## src/rtl/dm_access.sv

```systemverilog
// dm_access: MEM-stage data-memory sequencer with store lane steering and load extension.
// Optional DM_ACCESS_ALIGN_CHECK_EN enables misalignment/reserved-type exceptions.
module dm_access #(
   parameter int ADDR_W = 32
) (
   input  logic              clk,
   input  logic              reset_n,
   input  logic              req_valid,
   output logic              req_ready,
   input  logic              req_we,
   input  logic [2:0]        req_type,
   input  logic [ADDR_W-1:0] req_addr,
   input  logic [31:0]       req_wdata,
   output logic              mem_en,
   output logic [3:0]        mem_be,
   output logic [ADDR_W-1:0] mem_addr,
   output logic [31:0]       mem_wdata,
   input  logic [31:0]       mem_rdata,
   input  logic              mem_ack,
   output logic              rsp_valid,
   output logic [31:0]       rsp_rdata,
   output logic              rsp_exc
);
   typedef enum logic [1:0] {IDLE, ACCESS, RESP} state_t;
   state_t state_q, state_d;
   logic we_q, we_d;
   logic [2:0] type_q, type_d;
   logic [1:0] off_q, off_d;
   logic mem_en_q, mem_en_d;
   logic [3:0] mem_be_q, mem_be_d;
   logic [ADDR_W-1:0] mem_addr_q, mem_addr_d;
   logic [31:0] mem_wdata_q, mem_wdata_d;
   logic rsp_valid_q, rsp_valid_d;
   logic [31:0] rsp_rdata_q, rsp_rdata_d;
   logic rsp_exc_q, rsp_exc_d;
   logic req_half, req_byte, illegal, ld_half, ld_byte, ld_signed;
   logic [7:0] lane_b;
   logic [15:0] lane_h;
   logic [31:0] ld_data;
   assign req_ready = reset_n && state_q == IDLE;
   assign req_half  = req_type == 3'd1 || req_type == 3'd2;
   assign req_byte  = req_type == 3'd3 || req_type == 3'd4;
`ifdef DM_ACCESS_ALIGN_CHECK_EN
   assign illegal = req_type > 3'd4 || (req_type == 3'd0 && req_addr[1:0] != 2'b00) || (req_half && req_addr[0]);
`else
   assign illegal = 1'b0;
`endif
   assign ld_half   = type_q == 3'd1 || type_q == 3'd2;
   assign ld_byte   = type_q == 3'd3 || type_q == 3'd4;
   assign ld_signed = type_q == 3'd1 || type_q == 3'd3;
   assign lane_b    = mem_rdata[{off_q, 3'b000} +: 8];
   assign lane_h    = mem_rdata[{off_q[1], 4'b0000} +: 16];
   assign ld_data   = ld_byte ? {{24{ld_signed & lane_b[7]}}, lane_b} :
                      ld_half ? {{16{ld_signed & lane_h[15]}}, lane_h} : mem_rdata;
   always_comb begin
      state_d     = state_q;
      we_d        = we_q;
      type_d      = type_q;
      off_d       = off_q;
      mem_en_d    = mem_en_q;
      mem_be_d    = mem_be_q;
      mem_addr_d  = mem_addr_q;
      mem_wdata_d = mem_wdata_q;
      rsp_valid_d = 1'b0;
      rsp_rdata_d = '0;
      rsp_exc_d   = 1'b0;
      case (state_q)
         IDLE: if (req_valid) begin
            we_d   = req_we;
            type_d = req_type;
            off_d  = req_addr[1:0];
            if (illegal) begin
               state_d     = RESP;
               rsp_valid_d = 1'b1;
               rsp_exc_d   = 1'b1;
            end else begin
               state_d     = ACCESS;
               mem_en_d    = 1'b1;
               mem_addr_d  = {req_addr[ADDR_W-1:2], 2'b00};
               mem_be_d    = !req_we ? 4'b0000 : req_byte ? 4'b0001 << req_addr[1:0] :
                             req_half ? (req_addr[1] ? 4'b1100 : 4'b0011) : 4'b1111;
               mem_wdata_d = req_byte ? {4{req_wdata[7:0]}} : req_half ? {2{req_wdata[15:0]}} : req_wdata;
            end
         end
         ACCESS: if (mem_ack) begin
            state_d     = RESP;
            mem_en_d    = 1'b0;
            rsp_valid_d = 1'b1;
            rsp_rdata_d = we_q ? 32'd0 : ld_data;
         end
         RESP: state_d = IDLE;
         default: state_d = IDLE;
      endcase
   end
   always_ff @(posedge clk or negedge reset_n) begin
      if (!reset_n) begin
         state_q     <= IDLE;
         we_q        <= 1'b0;
         type_q      <= '0;
         off_q       <= '0;
         mem_en_q    <= 1'b0;
         mem_be_q    <= '0;
         mem_addr_q  <= '0;
         mem_wdata_q <= '0;
         rsp_valid_q <= 1'b0;
         rsp_rdata_q <= '0;
         rsp_exc_q   <= 1'b0;
      end else begin
         state_q     <= state_d;
         we_q        <= we_d;
         type_q      <= type_d;
         off_q       <= off_d;
         mem_en_q    <= mem_en_d;
         mem_be_q    <= mem_be_d;
         mem_addr_q  <= mem_addr_d;
         mem_wdata_q <= mem_wdata_d;
         rsp_valid_q <= rsp_valid_d;
         rsp_rdata_q <= rsp_rdata_d;
         rsp_exc_q   <= rsp_exc_d;
      end
   end
   assign mem_en    = mem_en_q;
   assign mem_be    = mem_be_q;
   assign mem_addr  = mem_addr_q;
   assign mem_wdata = mem_wdata_q;
   assign rsp_valid = rsp_valid_q;
   assign rsp_rdata = rsp_rdata_q;
   assign rsp_exc   = rsp_exc_q;
endmodule
```

## config.mk

```make
export PLATFORM = sky130hd
export DESIGN_NAME = dm_access
export DESIGN_NICKNAME = d
export VERILOG_FILES = /design/src/rtl/dm_access.sv
export SDC_FILE = /design/constraint.sdc
export NUM_CORES = 1
export LEC_CHECK = 0
export ABC_AREA = 1
export CORE_MARGIN = 8
export CORE_UTILIZATION = 44
export CTS_CLUSTER_DIAMETER = 30
export DETAILED_ROUTE_END_ITERATION = 10
export PLACE_DENSITY = 0.82
export SLEW_MARGIN = 20
export SYNTH_ARGS = -nofsm -noshare
export SYNTH_HDL_FRONTEND = slang
export SYNTH_SLANG_ARGS = --single-unit
```

## constraint.sdc

```tcl
create_clock -name clk -period 1.7 [get_ports clk]
set_clock_uncertainty 0.05 [all_clocks]
set_input_delay 0.17 -clock clk [delete_from_list [all_inputs] [get_ports clk]]
set_output_delay 0.17 -clock clk [all_outputs]
set_load 0.01 [all_outputs]
```

==> out/metrics.yaml, run 1 <==
outcome: "completed"
timing.hold.ws_ns: 0.2851
fin_area_um2: 7985
critical_path_buf_inv_count: 1
synth-async-reset-ratio: 1.000
cts_buffers: 9
critical_path_class: "reg -> out"
io-pin-count: 208
initial_antenna_violation_count: 0
ant_nets: 0
cts-root-to-sink-buffers: 2
ys_top_cells_by_area: "sky130_fd_sc_hd__dfrtp_1 (50%), sky130_fd_sc_hd__nand2_1 (19%), sky130_fd_sc_hd__a21oi_1 (5.6%)"
finalMaxSlewViolations: 0
crit_path_cell_trace: "clkdlybuf4s50_1"
max_stage_delay_ns: 0.57
timing_hold_violations_final: 0
synth_edf_count: 0
p_clk_frac: 0.176
critical_path.endpoint_type: "primary output"
finalCritPeriodShare: 0.9058
clkTransAtPathRegs_ns: 0.07
total_number_of_nets_in_the_final_design: 1007
fin_util: 0.6648
cts.htree.levels: 3
power.density_cell_area_nw_per_um2: 1537
die_w_um: 126.8
clock_latency_ns: 0.36
synthesis.yosys.warnings: 0
worst_pin_slew_ns: 0.5819
peakVddDrop_mv: 0.9269
finalWirelength_um: 17210
power.leakage_nw: 3.860
cp_slowest_cell: "sky130_fd_sc_hd__clkdlybuf4s50_1"
power_mw: 12.27
dpl_cell_area_um2: 7674
drv.max_cap_violation_count: 0
cts_sink_cnt: 108
place.gp.congestion: 0.9022
slew_headroom: 0.6121
diodes: 0
port_buffers: 204
grt_first_pass_wirelength_um: 27060
critPathMaxFanout: 2
vias_per_cell: 4.973
synth_ff_type: "sky130_fd_sc_hd__dfrtp_1"
rsz0062_at_grt: "false"
power.internal_mw: 7.584
netlist_instances: 698
number_of_global_route_vias_before_repair: 5283
seq_power_share: 0.326
min_period_ns: 1.540
drtIter0Drc: 442
clock-root-buffer: "sky130_fd_sc_hd__clkbuf_16"
p_comb_frac: 0.497
rr_worst_depth: 7
floorplan.initialDensity: 0.4497
switching_power_mw: 4.686
synth.lib_cells_used.distinct: 22
synthesis.area_um2: 5401
finalSetupViolations: 0
yosysMostFrequentCell: "sky130_fd_sc_hd__nand2_1"
grt_max_degree: 109
syn2layout_area_growth_pct: 47.83
rows: 40
final.setup.tns_ns: 0
cp.depth: 1
synth_seq_area_share: 0.5003
grt_overflow_total: 0
timing.hold.worst.class: "in -> reg"
grtUsageTotal: 0.2132
routed_wire_length_per_instance_um: 16.33
die_outline_area_um2: 16080
critical_path_arrival_ns: 1.32
synth.top_cells.by_count: "sky130_fd_sc_hd__nand2_1 (269), sky130_fd_sc_hd__dfrtp_1 (108), sky130_fd_sc_hd__a21oi_1 (60)"
fp.dieH_um: 126.8
fmax_ghz: 0.6494
critical_path_required_ns: 1.48
drt_drc_violations_left: 0
setup.worst_path.start_class: "flip-flop"
whs_path_depth: 3
swShare: 0.3819
yosys.area.top_type: "sky130_fd_sc_hd__dfrtp_1"
cpLargestDelayFamily: "buffers and inverters"
share_of_the_synthesized_area_in_the_top_cell_type: 0.5003
num_vias: 5242
post_synth.cell_area_avg_um2: 7.738
tritoncts_clock_tree: "done"
core_area_um2: 12010
cts_setup_buffers: 0
dp_hpwl_um: 12890
final_layout_size_suffix_gt1_frac: 0.09702
drt-pass1-iter-count: 5
ys_seq_elements: 108
==> worst paths after layout <==
check	start	to	slack, ns
max in group asynchronous	reset_n	rsp_valid	0.70
setup reg to reg	type_q[0]	rsp_rdata[12]	0.21
setup / recovery	mem_wdata[8]	mem_wdata[8]	0.16
hold reg to reg	mem_addr[13]	mem_addr[13]	0.43
hold / removal	req_addr[8]	mem_addr[8]	0.29
min in group asynchronous	reset_n	mem_addr[19]	0.47
==> cell families (layout without fill, tap and decap cells) <==
family,Yosys count,after routing,synth area share
compound gates,121,121,0.1211
buf+inv,98,305,0.08849
simple gates,370,370,0.2893
flops,108,108,0.5003
other cells,1,3,0.0006943
==> state kept, by name, summed over array words and instances (netlist names) <==
signal,count
rsp_valid,1
mem_en,1
off_q,2
rsp_rdata,32
mem_addr,30
type_q,3
state_q,2
we_q,1
mem_be,4
mem_wdata,32
==> cells in the final DEF, fill, tap and decap left out, drive strengths merged, types with 3 or more instances in the layout <==
cell type / n
a21oi: 70
buf: 27
clkbuf: 10
clkdlybuf4s50: 202
conb: 3
dfrtp: 108
inv: 61
nand2: 277
nand3: 17
nand3b: 8
nand4: 8
nor2: 59
o21ai: 51
==> power groups by stage <==
stage	logic [mW]	clock network [mW]	registers, mW
6_report	6.10	2.17	4.01
5_1_grt	6.69	2.29	4.12
4_1_cts	6.15	2.21	4.01
3_5_place_dp	6.12	0	4.03
3_3_place_gp	6.04	0	4.01
2_1_floorplan	2.82	0	4.37
==> per-stage QoR <==
step                setup slack (ns)  std cells
finish                        0.1601       1054
global route                 0.08727       1054
CTS                           0.1283       1054
detailed placement           0.05337       1038
global placement             0.06885       1038
floorplan                     0.3696        700
==> repair_timing <==
action,in CTS,in global routing
hold endpoints to repair,108,0
pin swaps,0,0
hold buffers,1,0
setup endpoints to repair,1,1
resized for setup,1,1
==> layout make-up <==
cell class                 instances  area, µm²
fill                            1006       4026
sequential                       108       2703
timing repair buffer             231       2344
multi-input combinational        494       2235
clock buffer                      10      239.0
inverter                          59      221.5
tap                              147      183.9
clock inverter                     5      60.06
==> per-layer routing <==
metal	wire, µm	track usage	vias up
li1	-	-	2584
met1	7014	0.2462	2418
met2	8180	0.3531	216
met3	1651	0.07792	24
met4	361	0.08467	0
met5	0	0	-
Power figures use the tool's default switching activity.
==> run 2, diff against run 1 <==
--- a/config.mk
+++ b/config.mk
@@ -10,7 +10,7 @@
 export CORE_UTILIZATION = 44
 export CTS_CLUSTER_DIAMETER = 30
 export DETAILED_ROUTE_END_ITERATION = 10
-export PLACE_DENSITY = 0.82
+export PLACE_DENSITY = 0.81
 export SLEW_MARGIN = 20
 export SYNTH_ARGS = -nofsm -noshare
 export SYNTH_HDL_FRONTEND = slang
==> out/metrics.yaml, run 2 (synthesized netlist as in run 1, its figures left out) <==
outcome: "completed"
finalWirelength_um: 17190
drt-pass1-iter-count: 5
fmax_ghz: 0.6426
grt_overflow_total: 0
drv.max_cap_violation_count: 0
finalSetupViolations: 0
grt_max_degree: 109
fp.dieH_um: 126.8
critical_path.endpoint_type: "flip-flop"
peakVddDrop_mv: 0.9211
place.gp.congestion: 0.8313
routed_wire_length_per_instance_um: 16.31
timing.hold.worst.class: "in -> reg"
seq_area_um2: 2703
placed_cells: 1037
nFillCells: 1001
clock_latency_ns: 0.35
finalCritPeriodShare: 0.9154
cts.htree.levels: 3
die_w_um: 126.8
min_period_ns: 1.556
drt_drc_violations_left: 0
timing_hold_violations_final: 0
port_buffers: 204
power.density_cell_area_nw_per_um2: 1548
critical_path_arrival_ns: 1.74
io-pin-count: 208
floorplan.initialDensity: 0.4497
num_vias: 5296
multiInputGateArea_um2: 2231
final_layout_size_suffix_gt1_frac: 0.09372
dp_hpwl_um: 12750
power.leakage_nw: 3.874
ant_nets: 0
syn2layout_area_growth_pct: 48.60
rows: 40
grt_first_pass_wirelength_um: 27810
drtIter0Drc: 417
die_outline_area_um2: 16080
diodes: 0
cts_buffers: 9
instances_no_fill: 1054
tritoncts_clock_tree: "done"
mostFrequentLayoutCell: "sky130_fd_sc_hd__nand2_1"
critical_path_class: "reg -> reg"
slew_headroom: 0.6112
whs_path_depth: 3
critical_path_required_ns: 1.89
rr_worst_depth: 7
rsz0062_at_grt: "false"
finalMaxSlewViolations: 0
initial_antenna_violation_count: 0
cts-root-to-sink-buffers: 2
setup.worst_path.start_class: "flip-flop"
cts_sink_cnt: 108
power_mw: 12.42
final.setup.tns_ns: 0
core_area_um2: 12010
clkTransAtPathRegs_ns: 0.07
number_of_global_route_vias_before_repair: 5464
worst_pin_slew_ns: 0.5832
vias_per_cell: 5.025
layout_common_cells: "sky130_fd_sc_hd__nand2_1 (268), sky130_fd_sc_hd__clkdlybuf4s50_1 (202), sky130_fd_sc_hd__dfrtp_1 (108)"
clock-root-buffer: "sky130_fd_sc_hd__clkbuf_16"
critPathMaxFanout: 12
grtUsageTotal: 0.2176
cts_setup_buffers: 0
total_number_of_nets_in_the_final_design: 1006
## run 2: worst max-delay path: stages, from the launching register on
cell and delay [ns]:
sky130_fd_sc_hd__dfrtp_1 0.42, sky130_fd_sc_hd__nand2_1 0.09, sky130_fd_sc_hd__nand2_2 0.08, sky130_fd_sc_hd__nor2_4 0.27
sky130_fd_sc_hd__buf_4 0.22, sky130_fd_sc_hd__nand2_1 0.07, sky130_fd_sc_hd__a21oi_1 0.18, sky130_fd_sc_hd__nor2_1 0.07
## run 2: metrics by stage
stage	cell area, µm²	util	hold WS [ns]	setup WS (ns)
3_5_place_dp	7691	0.6403	0.2722	0.04894
2_1_floorplan	5409	-	-0.1756	0.3696
5_1_grt	8026	0.6682	0.3024	0.02743
3_3_place_gp	7691	0.6403	0.2704	0.1170
4_1_cts	8026	0.6682	0.2844	0.1331
6_report	8026	0.6682	0.2916	0.1438
## run 2: path summary, 6_finish.rpt
check | slack, ns | from | end
max in group asynchronous | 0.74 | reset_n | mem_addr[21]
worst min register to register | 0.43 | mem_addr[14] | mem_addr[14]
worst max register to register | 0.14 | type_q[0] | rsp_rdata[2]
worst min-delay path | 0.29 | req_addr[3] | mem_addr[3]
worst max-delay path | 0.14 | type_q[0] | rsp_rdata[2]
min in group asynchronous | 0.41 | reset_n | rsp_rdata[5]
## run 2: final cells by class
| type | instances | share of cell area |
|---|---|---|
| Multi-Input combinational cell | 494 | 0.2779 |
| Tap cell | 147 | 0.02291 |
| Clock inverter | 4 | 0.009977 |
| Inverter | 59 | 0.02759 |
| Sequential cell | 108 | 0.3367 |
| Timing Repair Buffer | 230 | 0.2942 |
| Clock buffer | 12 | 0.03071 |
## run 2: layer usage
layer	wire length [µm]	track usage	vias up
li1	-	-	2587
met1	6946	0.2521	2445
met2	8008	0.3541	233
met3	1789	0.08379	31
met4	447	0.09097	0
met5	0	0	-
## run 2: power breakdown
| group | leakage [nW] | switching [mW] | total, mW | internal (mW) |
|---|---|---|---|---|
| Clock | 0.159 | 0.971 | 2.32 | 1.35 |
| Combinational | 2.35 | 3.21 | 6.12 | 2.91 |
| Sequential | 1.36 | 0.515 | 3.98 | 3.46 |
| Total | 3.87 | 4.70 | 12.4 | 7.73 |
## run 2: timing repair
item	CTS	global route
hold endpoints to repair	108	0
gates resized for setup	1	0
setup endpoints to repair	1	0
hold buffers	1	0
==> run 3, diff against run 2 <==
--- a/config.mk
+++ b/config.mk
@@ -11,6 +11,7 @@
 export CTS_CLUSTER_DIAMETER = 30
 export DETAILED_ROUTE_END_ITERATION = 10
 export PLACE_DENSITY = 0.81
+export SKIP_LAST_GASP = 1
 export SLEW_MARGIN = 20
 export SYNTH_ARGS = -nofsm -noshare
 export SYNTH_HDL_FRONTEND = slang
==> results of run 3 <==
No change in the layout: final DEF, timing and power equal those of run 2.
